**src/rtl/bcd_pkg.sv**
```systemverilog
// Shared definitions for the BCD entry/display slice.
//   BCD_W      : width of one BCD nibble
//   BCD_MAX    : largest legal BCD code
//   SEG_0..9   : 7-segment patterns, bit0 = a ... bit6 = g, active high
//   SEG_BLANK  : all segments off
package bcd_pkg;

  localparam int unsigned BCD_W = 4;
  localparam logic [BCD_W-1:0] BCD_MAX = 4'd9;

  localparam logic [6:0] SEG_0     = 7'h3F;
  localparam logic [6:0] SEG_1     = 7'h06;
  localparam logic [6:0] SEG_2     = 7'h5B;
  localparam logic [6:0] SEG_3     = 7'h4F;
  localparam logic [6:0] SEG_4     = 7'h66;
  localparam logic [6:0] SEG_5     = 7'h6D;
  localparam logic [6:0] SEG_6     = 7'h7D;
  localparam logic [6:0] SEG_7     = 7'h07;
  localparam logic [6:0] SEG_8     = 7'h7F;
  localparam logic [6:0] SEG_9     = 7'h6F;
  localparam logic [6:0] SEG_BLANK = 7'h00;

endpackage

```
**src/rtl/bcd_entry_display_if.sv**
```systemverilog
// Digit-entry link from the decimal-to-BCD encoder to the entry/display block.
//   bcd_in    : BCD digit, bit 3 = MSB
//   bcd_valid : one-cycle strobe; bcd_in is sampled on the rising clk edge
//               while it is high. There is no ready/back-pressure: the
//               consumer accepts (or rejects and flags) every strobe.
//   clear     : synchronous clear of the entry register and overflow flag;
//               takes priority over a coincident strobe
// master = producer (encoder / testbench), slave = entry/display block.
interface bcd_entry_display_if;
  import bcd_pkg::*;

  logic [BCD_W-1:0] bcd_in;
  logic             bcd_valid;
  logic             clear;

  modport master (output bcd_in, output bcd_valid, output clear);
  modport slave  (input  bcd_in, input  bcd_valid, input  clear);

endinterface

```
**src/rtl/bcd_to_7seg.sv**
```systemverilog
// Combinational BCD to 7-segment decoder.
//   bcd : 4-bit BCD code
//   seg : segment pattern, bit0 = a ... bit6 = g, active high;
//         codes 10..15 decode to all segments off
module bcd_to_7seg
  import bcd_pkg::*;
(
  input  logic [BCD_W-1:0] bcd,
  output logic [6:0]       seg
);

  always_comb begin
    seg = SEG_BLANK;
    case (bcd)
      4'd0:    seg = SEG_0;
      4'd1:    seg = SEG_1;
      4'd2:    seg = SEG_2;
      4'd3:    seg = SEG_3;
      4'd4:    seg = SEG_4;
      4'd5:    seg = SEG_5;
      4'd6:    seg = SEG_6;
      4'd7:    seg = SEG_7;
      4'd8:    seg = SEG_8;
      4'd9:    seg = SEG_9;
      default: seg = SEG_BLANK;
    endcase
  end

endmodule

```
**src/rtl/bcd_entry_display.sv**
```systemverilog
// Calculator-style BCD entry register with a multiplexed common-anode
// 7-segment display and leading-zero blanking.
//   clk, rst_n : clock (rising edge) and asynchronous active-low reset
//   entry      : digit strobe / clear link (slave side)
//   digit_val  : packed BCD value, nibble 0 = least significant digit
//   seg        : registered segment drive, active high, bit0 = a
//   an         : registered anode select, active low, one-hot-zero
//   overflow   : sticky, a digit was dropped because the register was full
//   invalid    : one-cycle pulse after a strobe carrying a code above 9
module bcd_entry_display
  import bcd_pkg::*;
#(
  parameter int unsigned DIGITS      = 4,
  parameter int unsigned REFRESH_DIV = 50000
) (
  input  logic                    clk,
  input  logic                    rst_n,
  bcd_entry_display_if.slave      entry,
  output logic [BCD_W*DIGITS-1:0] digit_val,
  output logic [6:0]              seg,
  output logic [DIGITS-1:0]       an,
  output logic                    overflow,
  output logic                    invalid
);

  localparam int unsigned IW = $clog2(DIGITS);
  localparam int unsigned CW = $clog2(REFRESH_DIV);
  localparam logic [CW-1:0] CNT_LAST = CW'(REFRESH_DIV - 1);
  localparam logic [IW-1:0] IDX_LAST = IW'(DIGITS - 1);

  logic [CW-1:0]    refresh_cnt;
  logic [IW-1:0]    scan_idx;
  logic [DIGITS-1:0] lit;
  logic [BCD_W-1:0] sel_nib;
  logic             sel_lit;
  logic [6:0]       sel_seg;
  logic             msd_zero;
  logic             code_bad;

  assign msd_zero = (digit_val[BCD_W*DIGITS-1 -: BCD_W] == '0);
  assign code_bad = (entry.bcd_in > BCD_MAX);

  // Entry register. clear wins over a strobe; a bad code never touches the
  // value; a good code shifts in from the right only while the top nibble
  // is still free, otherwise it is dropped and overflow latches.
  always_ff @(posedge clk or negedge rst_n) begin
    if (!rst_n) begin
      digit_val <= '0;
      overflow  <= 1'b0;
      invalid   <= 1'b0;
    end else begin
      invalid <= 1'b0;
      if (entry.clear) begin
        digit_val <= '0;
        overflow  <= 1'b0;
      end else if (entry.bcd_valid) begin
        if (code_bad) begin
          invalid <= 1'b1;
        end else if (msd_zero) begin
          digit_val <= {digit_val[BCD_W*(DIGITS-1)-1:0], entry.bcd_in};
        end else begin
          overflow <= 1'b1;
        end
      end
    end
  end

  // Free-running refresh divider; the scan index steps on its terminal count.
  always_ff @(posedge clk or negedge rst_n) begin
    if (!rst_n) begin
      refresh_cnt <= '0;
      scan_idx    <= '0;
    end else if (refresh_cnt == CNT_LAST) begin
      refresh_cnt <= '0;
      scan_idx    <= (scan_idx == IDX_LAST) ? '0 : scan_idx + 1'b1;
    end else begin
      refresh_cnt <= refresh_cnt + 1'b1;
    end
  end

  // A nibble is lit when it or any higher nibble is non-zero; nibble 0 is
  // always lit so a zero value still shows a single "0".
  always_comb begin
    logic nz_above;
    nz_above = 1'b0;
    lit      = '0;
    for (int k = DIGITS - 1; k >= 0; k--) begin
      nz_above = nz_above | (digit_val[BCD_W*k +: BCD_W] != '0);
      lit[k]   = nz_above | (k == 0);
    end
  end

  always_comb begin
    sel_nib = '0;
    sel_lit = 1'b0;
    for (int k = 0; k < DIGITS; k++) begin
      if (scan_idx == IW'(k)) begin
        sel_nib = digit_val[BCD_W*k +: BCD_W];
        sel_lit = lit[k];
      end
    end
  end

  bcd_to_7seg u_dec (
    .bcd (sel_nib),
    .seg (sel_seg)
  );

  always_ff @(posedge clk or negedge rst_n) begin
    if (!rst_n) begin
      an  <= '1;
      seg <= SEG_BLANK;
    end else if (sel_lit) begin
      an  <= ~(DIGITS'(1) << scan_idx);
      seg <= sel_seg;
    end else begin
      an  <= '1;
      seg <= SEG_BLANK;
    end
  end

endmodule

```
**src/flat_wrapper.sv**
```systemverilog
// flat-port wrapper written by rule: the top's interface ports become plain ports
module bcd_entry_display_flat import bcd_pkg::*;
#(
  parameter int unsigned DIGITS      = 4,
  parameter int unsigned REFRESH_DIV = 50000
)
  (clk, rst_n, digit_val, seg, an, overflow, invalid, entry_bcd_in, entry_bcd_valid, entry_clear);
  bcd_entry_display_if entry_i ();
  input  logic clk;
  input  logic rst_n;
  output logic [BCD_W*DIGITS-1:0] digit_val;
  output logic [6:0] seg;
  output logic [DIGITS-1:0] an;
  output logic overflow;
  output logic invalid;
  input wire logic [$bits(entry_i.bcd_in)-1:0] entry_bcd_in;
  input wire logic [$bits(entry_i.bcd_valid)-1:0] entry_bcd_valid;
  input wire logic [$bits(entry_i.clear)-1:0] entry_clear;
  assign entry_i.bcd_in = entry_bcd_in;
  assign entry_i.bcd_valid = entry_bcd_valid;
  assign entry_i.clear = entry_clear;
  bcd_entry_display #(.DIGITS(DIGITS), .REFRESH_DIV(REFRESH_DIV)) u_core (.clk(clk), .rst_n(rst_n), .entry(entry_i), .digit_val(digit_val), .seg(seg), .an(an), .overflow(overflow), .invalid(invalid));
endmodule
```
**config.mk**
```make
export PLATFORM = sky130hd
export DESIGN_NAME = bcd_entry_display_flat
export DESIGN_NICKNAME = d
export VERILOG_FILES = /design/src/rtl/bcd_pkg.sv /design/src/rtl/bcd_entry_display_if.sv /design/src/rtl/bcd_to_7seg.sv /design/src/rtl/bcd_entry_display.sv /design/src/flat_wrapper.sv
export SDC_FILE = /design/constraint.sdc
export NUM_CORES = 1
export LEC_CHECK = 0
export ABC_AREA = 1
export CAP_MARGIN = 20
export CORE_MARGIN = 4
export CORE_UTILIZATION = 54
export DETAILED_ROUTE_END_ITERATION = 16
export PLACE_DENSITY = 0.8
export SKIP_CTS_REPAIR_TIMING = 1
export SLEW_MARGIN = 30
export SYNTH_ARGS = -nofsm -noshare
export SYNTH_HDL_FRONTEND = slang
export SYNTH_SLANG_ARGS = --single-unit
```
**constraint.sdc**
```tcl
create_clock -name clk -period 2.1 [get_ports clk]
set_input_delay 0.42 -clock clk [delete_from_list [all_inputs] [get_ports clk]]
set_output_delay 0.42 -clock clk [all_outputs]
set_load 0.02 [all_outputs]
```
==> summary.md, run 1 <==
| Metric | Value |
|---|---|
| CP bufs+invs | 3 |
| Total power | approximately 1.9 mW |
| Slew HR | 0.694 |
| Reg power frac | 0.486 |
| Peak supply drop | between 0.0004 and 0.0005 V |
| HP Class | primary input to async pin |
| R2R Path Start | u_core.scan_idx[1]$_DFFE_PN0N_ |
| Most used cell, CP | nand2_1 |
| Post-synth top flop | dfrtp_1 |
| GR Layer Usage met2 | 0.295 |
| Clock Latency Late Sink | 0.30 ns |
| Fin crit period | about 1.9 ns |
| Post-synth EDFFs | 0 |
| Worst Path Required | ~2.3 ns |
| Final Skew | about 0.010 ns |
| Met1 usage | 0.261 |
| Clk pwr share | 0.402 |
| Full die area | 0.00579 mm2 |
| Total track usage | 0.189 |
| Detailed Routing Iterations Pass 1 | 4 |
| P per Cell Area | around 620 mW/mm2 |
| Routed WL per cell | about 13 um |
| Vias per inst | about 5.2 |
| Crit-path cells | inv_1 > ha_4 > inv_2 > nand2_1 > nand2_1 > nand2_1 > nand3_2 > nand2_4 > inv_1 > ha_1 > nor2_2 > nor2_1 > nor2_2 |
| Worst-path fanout max | 7 |
| Final Cycle Share | 0.908 |
| Die Height | between 70 and 80 um |
| Post-DRT Antenna Nets | 0 |
| Gate Count Post-Synth | approximately 300 |
| Clk buf depth | 2 |
| FF+latch count, synth | 47 |
| GRT overflow | 0 |
| Num rows | 24 |
| Vias in the first global route | just over 2000 |
| Synth top cells by count | nand2_1 (63), inv_1 (57), dfrtp_1 (43), nor2_1 (34), o22ai_1 (15) |
| Post-Syn Area per Cell | approximately 8.2 um2 |
| DP Wirelength | roughly 4000 um |
| Mapped Nets | between 300 and 400 |
| Htree depth | 2 |
| CP max stage delay | 0.41 ns |
| Comb pwr share | 0.113 |
| Largest net degree at the start of global routing | 29 |
| Top-count cell post-synth | nand2_1 |
| Root Buffer | clkbuf_8 |
| Total wire length | roughly 5200 um |
| Ant diodes | 0 |
| Reg2Reg Depth | 13 |
| Slowest cell on crit path | dfrtp_1 |
| Layout cells sized above 1 | 0.150 |
| Async SR Flop Fraction | 1.00 |
| Hold Vio Cnt, Final | 0 |
| Setup Viol. Count Final | 0 |
| Synth top area share | 0.430 |
| FF-to-FF setup slack | about 0.19 ns |
| Area taken by multi-input logic gates | roughly 0.0011 mm2 |
| Outcome | complete, no violations |
| Worst R2R End | u_core.seg[3]$_DFF_PN0_ |
| P_sw | 0.437 mW |
| Area leader, netlist | dfrtp_1 |
| I/O pins | 37 |
| Mapped Area | 0.00250 mm2 |
| GPL Wtd Cong | 0.916 |
| Hold WS | 0.0580 ns |
| IO Port Bufs | 36 |
| Vias | around 2100 |
| RSZ-0062 raised after global routing | false |
| CP Launch Type | register |
| Worst slew pin tran | about 0.46 ns |
| 1st-iter DRT viols | 116 |
| Switching fraction of total power | 0.226 |
| Fill count | 334 |
| CTS tree | yes |
| Syn-to-layout area delta | 24.3% |
| Sequential cell area | 0.00118 mm2 |
| Clock sink total | 47 |
| YS warnings | 0 |
| LEAKAGE | 1.53 nW |
| TritonCTS buffer count | 5 |
| Maxcap violations | 0 |
| Setup CP Type | register to register |
| Critical path arrival | between 2 and 2.5 ns |
| First-pass GRT wire length | ~9100 um |
| Met3 Use GR | 0.0461 |
| Die width | about 76 um |
| Initial antenna violation count | 0 |
| Initial core utilization | 0.567 |
| CTS clock-pin slew for the worst setup and hold paths | about 0.090 ns |
| Final #Nets | between 300 and 400 |
| GR peak layer | met2 |
| Core ar. | roughly 0.0044 mm2 |
| Remaining DRCs | 0 |
| Final worst slack | 0.193 ns |
| Top post-synthesis cells by area | dfrtp_1 (43%), nand2_1 (9.5%), inv_1 (8.5%) |
| CP delay by family, top | simple AND/OR/NAND/NOR gates |
| Internal power | roughly 1.5 mW |
| Post-synth cell types | 28 |
| Slew Limit Fails | 0 |
| Max Clock Freq | between 500 and 600 MHz |
| Dpl ws | approximately 0.0026 ns |
| Register area share after synthesis | 0.472 |
| CP endpoint kind | register |
cells in the final DEF (no fill, tap or decap), types with 2 or more instances in the layout:
cell             count
xor2_1               5
ha_2                 3
a21oi_1              7
ha_1                 6
nand2_1             63
nor2_1              34
dfstp_2              4
clkbuf_8             5
nand2_4              4
nand3_2              2
nand4_1              5
inv_2                5
o22ai_1             15
nor3_1               5
inv_1               57
bufinv_16            2
nand2_2              6
dfrtp_1             43
clkdlybuf4s50_1     35
o21ai_2              2
o21ai_0              8
buf_4                4
nor2_2              11
nand3_1             12
sequential cells by signal, summed over array words and instances (netlist names):
name	cells
u_core.an	4
u_core.digit_val	16
u_core.invalid	1
u_core.overflow	1
u_core.refresh_cnt	16
u_core.scan_idx	2
u_core.seg	7
routing by layer:
metal	vias up	wire (um)	part of all wire
li1	1050	-	-
met1	991	2360	0.46
met2	77	2400	0.46
met3	9	338	0.065
met4	0	84	0.016
met5	-	0	0
metrics by stage:
stage	setup TNS (ns)	instances	util	area (um2)
floorplan	0	307	-	2500
detailed placement	0	397	0.668	2950
CTS	-0.0460	405	0.698	3080
global placement	0	397	0.668	2950
global route	0	406	0.705	3110
finish	0	406	0.705	3110
cell type report:
class | count | area share
Clock inverter | 2 | 0.0193
Timing Repair Buffer | 41 | 0.130
Sequential cell | 47 | 0.380
Tap cell | 52 | 0.0209
Inverter | 63 | 0.0760
Clock buffer | 6 | 0.0233
Multi-Input combinational cell | 195 | 0.350
cells by family (layout without fill, tap and decap cells):
family | after synthesis | count (layout) | share of synthesized area
buffers and inverters | 65 | 112 | 0.102
XOR/XNOR | 5 | 5 | 0.0175
AND/OR/NAND/NOR | 145 | 145 | 0.272
flip-flops | 47 | 47 | 0.472
adder cells (fa/ha/maj) | 10 | 10 | 0.0500
AO/OA/AOI/OAI | 35 | 35 | 0.0870
power by group through the flow:
stage | clock network (mW) | registers (mW) | logic, mW
after global routing | 0.832 | 0.942 | 0.241
after global placement | 0 | 0.955 | 0.215
after detailed placement | 0 | 0.956 | 0.219
final | 0.776 | 0.939 | 0.217
after CTS | 0.794 | 0.939 | 0.220
after floorplan | 0 | 0.985 | 0.0904
worst max path at each step:
stage                                   start                 endpoint  slack, ns  cells past startpoint
3_3_place_gp   u_core.scan_idx[0]$_DFFE_PN0N_  u_core.seg[6]$_DFF_PN0_       0.13                     12
2_1_floorplan  u_core.scan_idx[0]$_DFFE_PN0N_  u_core.seg[6]$_DFF_PN0_       0.27                     12
3_5_place_dp   u_core.scan_idx[0]$_DFFE_PN0N_  u_core.seg[5]$_DFF_PN0_      0.003                     12
5_1_grt        u_core.scan_idx[1]$_DFFE_PN0N_  u_core.seg[3]$_DFF_PN0_       0.02                     13
4_1_cts        u_core.scan_idx[0]$_DFFE_PN0N_  u_core.seg[5]$_DFF_PN0_      -0.03                     12
6_report       u_core.scan_idx[1]$_DFFE_PN0N_  u_core.seg[3]$_DFF_PN0_       0.19                     13
Note: power is estimated with default switching activity, not from simulation.
==> run 2, diff against run 1 <==
- CAP_MARGIN: 20 -> unset
==> results of run 2 <==
Same layout as run 1: the final DEF is identical, and so are final timing and power.
==> RTL edit (flow settings as in run 1) <==
`REFRESH_DIV` is set to 50000 in 2 places; all go to 25000.
--- a/src/rtl/bcd_entry_display.sv
+++ b/src/rtl/bcd_entry_display.sv
@@ -12,5 +12,5 @@
 #(
   parameter int unsigned DIGITS      = 4,
-  parameter int unsigned REFRESH_DIV = 50000
+  parameter int unsigned REFRESH_DIV = 25000
 ) (
   input  logic                    clk,
--- a/src/flat_wrapper.sv
+++ b/src/flat_wrapper.sv
@@ -3,5 +3,5 @@
 #(
   parameter int unsigned DIGITS      = 4,
-  parameter int unsigned REFRESH_DIV = 50000
+  parameter int unsigned REFRESH_DIV = 25000
 )
   (clk, rst_n, digit_val, seg, an, overflow, invalid, entry_bcd_in, entry_bcd_valid, entry_clear);
Behaviour: same outputs for any inputs over 10 cycles, from zero or initial values and one cycle with rst_n low; that may be too few to reach the edited logic, so the function may still have changed.
==> RTL edit against run 1 <==
Total power fell by 14%; count of clock-buffer cells in the layout fell by 1; sequential cell count fell by 1; highest routed layer unchanged; first-iteration DRC count rose by 90%; wire length rose by 6.4%; design area fell by 3.3%; combinational power rose by 5%; sequential share of layout area rose by 0.51 points; maximum frequency fell by 0.72%; cell count fell by 2.5%; hold slack improved by 0.13 ns; worst setup slack got worse by 0.014 ns; synthesized area fell by 0.95%; sequential power fell by 2%.
==> RTL edit: results (changes against run 1) <==
* Clock-cell share at 0.02621 (was 0.04264)
* Wl on met1 at 2406 um (was 2362 um)
* Pin count of the biggest net entering global routing at 37 (was 29)
* Switching part of the total at 0.2603 (was 0.2261)
* Outcome: finished, final reports clean (unchanged)
* Total GRT Usage at 0.2129 (was 0.1891)
* First-pass GRT wire length at 9246 um (was 9121 um)
* Biggest regs: u_core.digit_val x16, u_core.refresh_cnt x15, u_core.seg x7 (was u_core.digit_val x16, u_core.refresh_cnt x16, u_core.seg x7)
* FF-to-FF End: u_core.seg[0] (was u_core.seg[3])
* Clk_skew at 0.003424 ns (was 0.01047 ns)
* Layout cells sized above 1 at 0.1221 (was 0.1497)
* GPL Wtd Cong at 0.8813 (was 0.9161)
* GR Layer Usage met2 at 0.3365 (was 0.2954)
* Met3 usage at 0.04090 (was 0.04610)
* Post-Synth XOR/XNOR Area at 0.03180 (was 0.01750)
* Top post-synthesis cells by area: dfrtp_1 (42%), nand2_1 (8.3%), inv_1 (8.0%) (was dfrtp_1 (43%), nand2_1 (9.5%), inv_1 (8.5%))
* Non-filler cells, final at 396 (was 406)
* Multi-input combinational area share at 0.3669 (was 0.3504)
* Dpl hpwl at 4084 um (was 3947 um)
* Nets@finish at 362 (was 371)
* FF+latch count, synth at 46 (was 47)
* Seq/total area at 0.3848 (was 0.3797)
* Maximum VDD drop at 0.0003783 V (was 0.0004132 V)
* Met1 global-route usage at 0.2960 (was 0.2606)
* Synth-to-layout area growth at 21.35% (was 24.30%)
==> RTL edit: changes by cell type after synthesis, sizes merged, moves of 4 or more <==
| cell | delta |
|---|---|
| nand2 | -13 |
| nor2 | -12 |
| xor2 | +4 |
| nand3 | +16 |
==> RTL edit: worst register-to-register path, stage by stage, from the launching register on <==
cell     delay (ns)
dfrtp_1        0.42
inv_2          0.10
ha_4           0.20
o21ai_0        0.20
nand2_1        0.10
nand2_1        0.07
nand2_1        0.06
buf_4          0.15
ha_1           0.17
inv_1          0.07
nand3_1        0.07
nand3_1        0.09
nand2_1        0.05
nor2_1         0.08
==> RTL edit: power groups by stage <==
| stage | Clock [uW] | Sequential (uW) | Combinational, uW |
|---|---|---|---|
| after CTS | 515 | 923 | 229 |
| after floorplan | 0 | 973 | 87.2 |
| after detailed placement | 0 | 940 | 227 |
| after global routing | 548 | 926 | 253 |
| final | 509 | 922 | 227 |
| after global placement | 0 | 939 | 223 |
==> RTL edit: kinds of logic (layout without fill, tap and decap cells) <==
group,after synthesis,after routing
buffers and inverters,64,106
AND/OR/NAND/NOR,142,142
AO/OA/AOI/OAI,31,31
adder cells (fa/ha/maj),10,10
XOR/XNOR,9,9
flip-flops,46,46
==> RTL edit: worst min path at each step <==
stage	from	endpoint	slack, ns	cells after the start
floorplan	rst_n	u_core.digit_val[0]	0.12	0
global placement	u_core.overflow	u_core.overflow	0.51	2
detailed placement	u_core.overflow	u_core.overflow	0.53	2
CTS	rst_n	u_core.refresh_cnt[10]	0.22	1
global route	rst_n	u_core.refresh_cnt[6]	0.25	1
finish	rst_n	u_core.refresh_cnt[10]	0.19	1
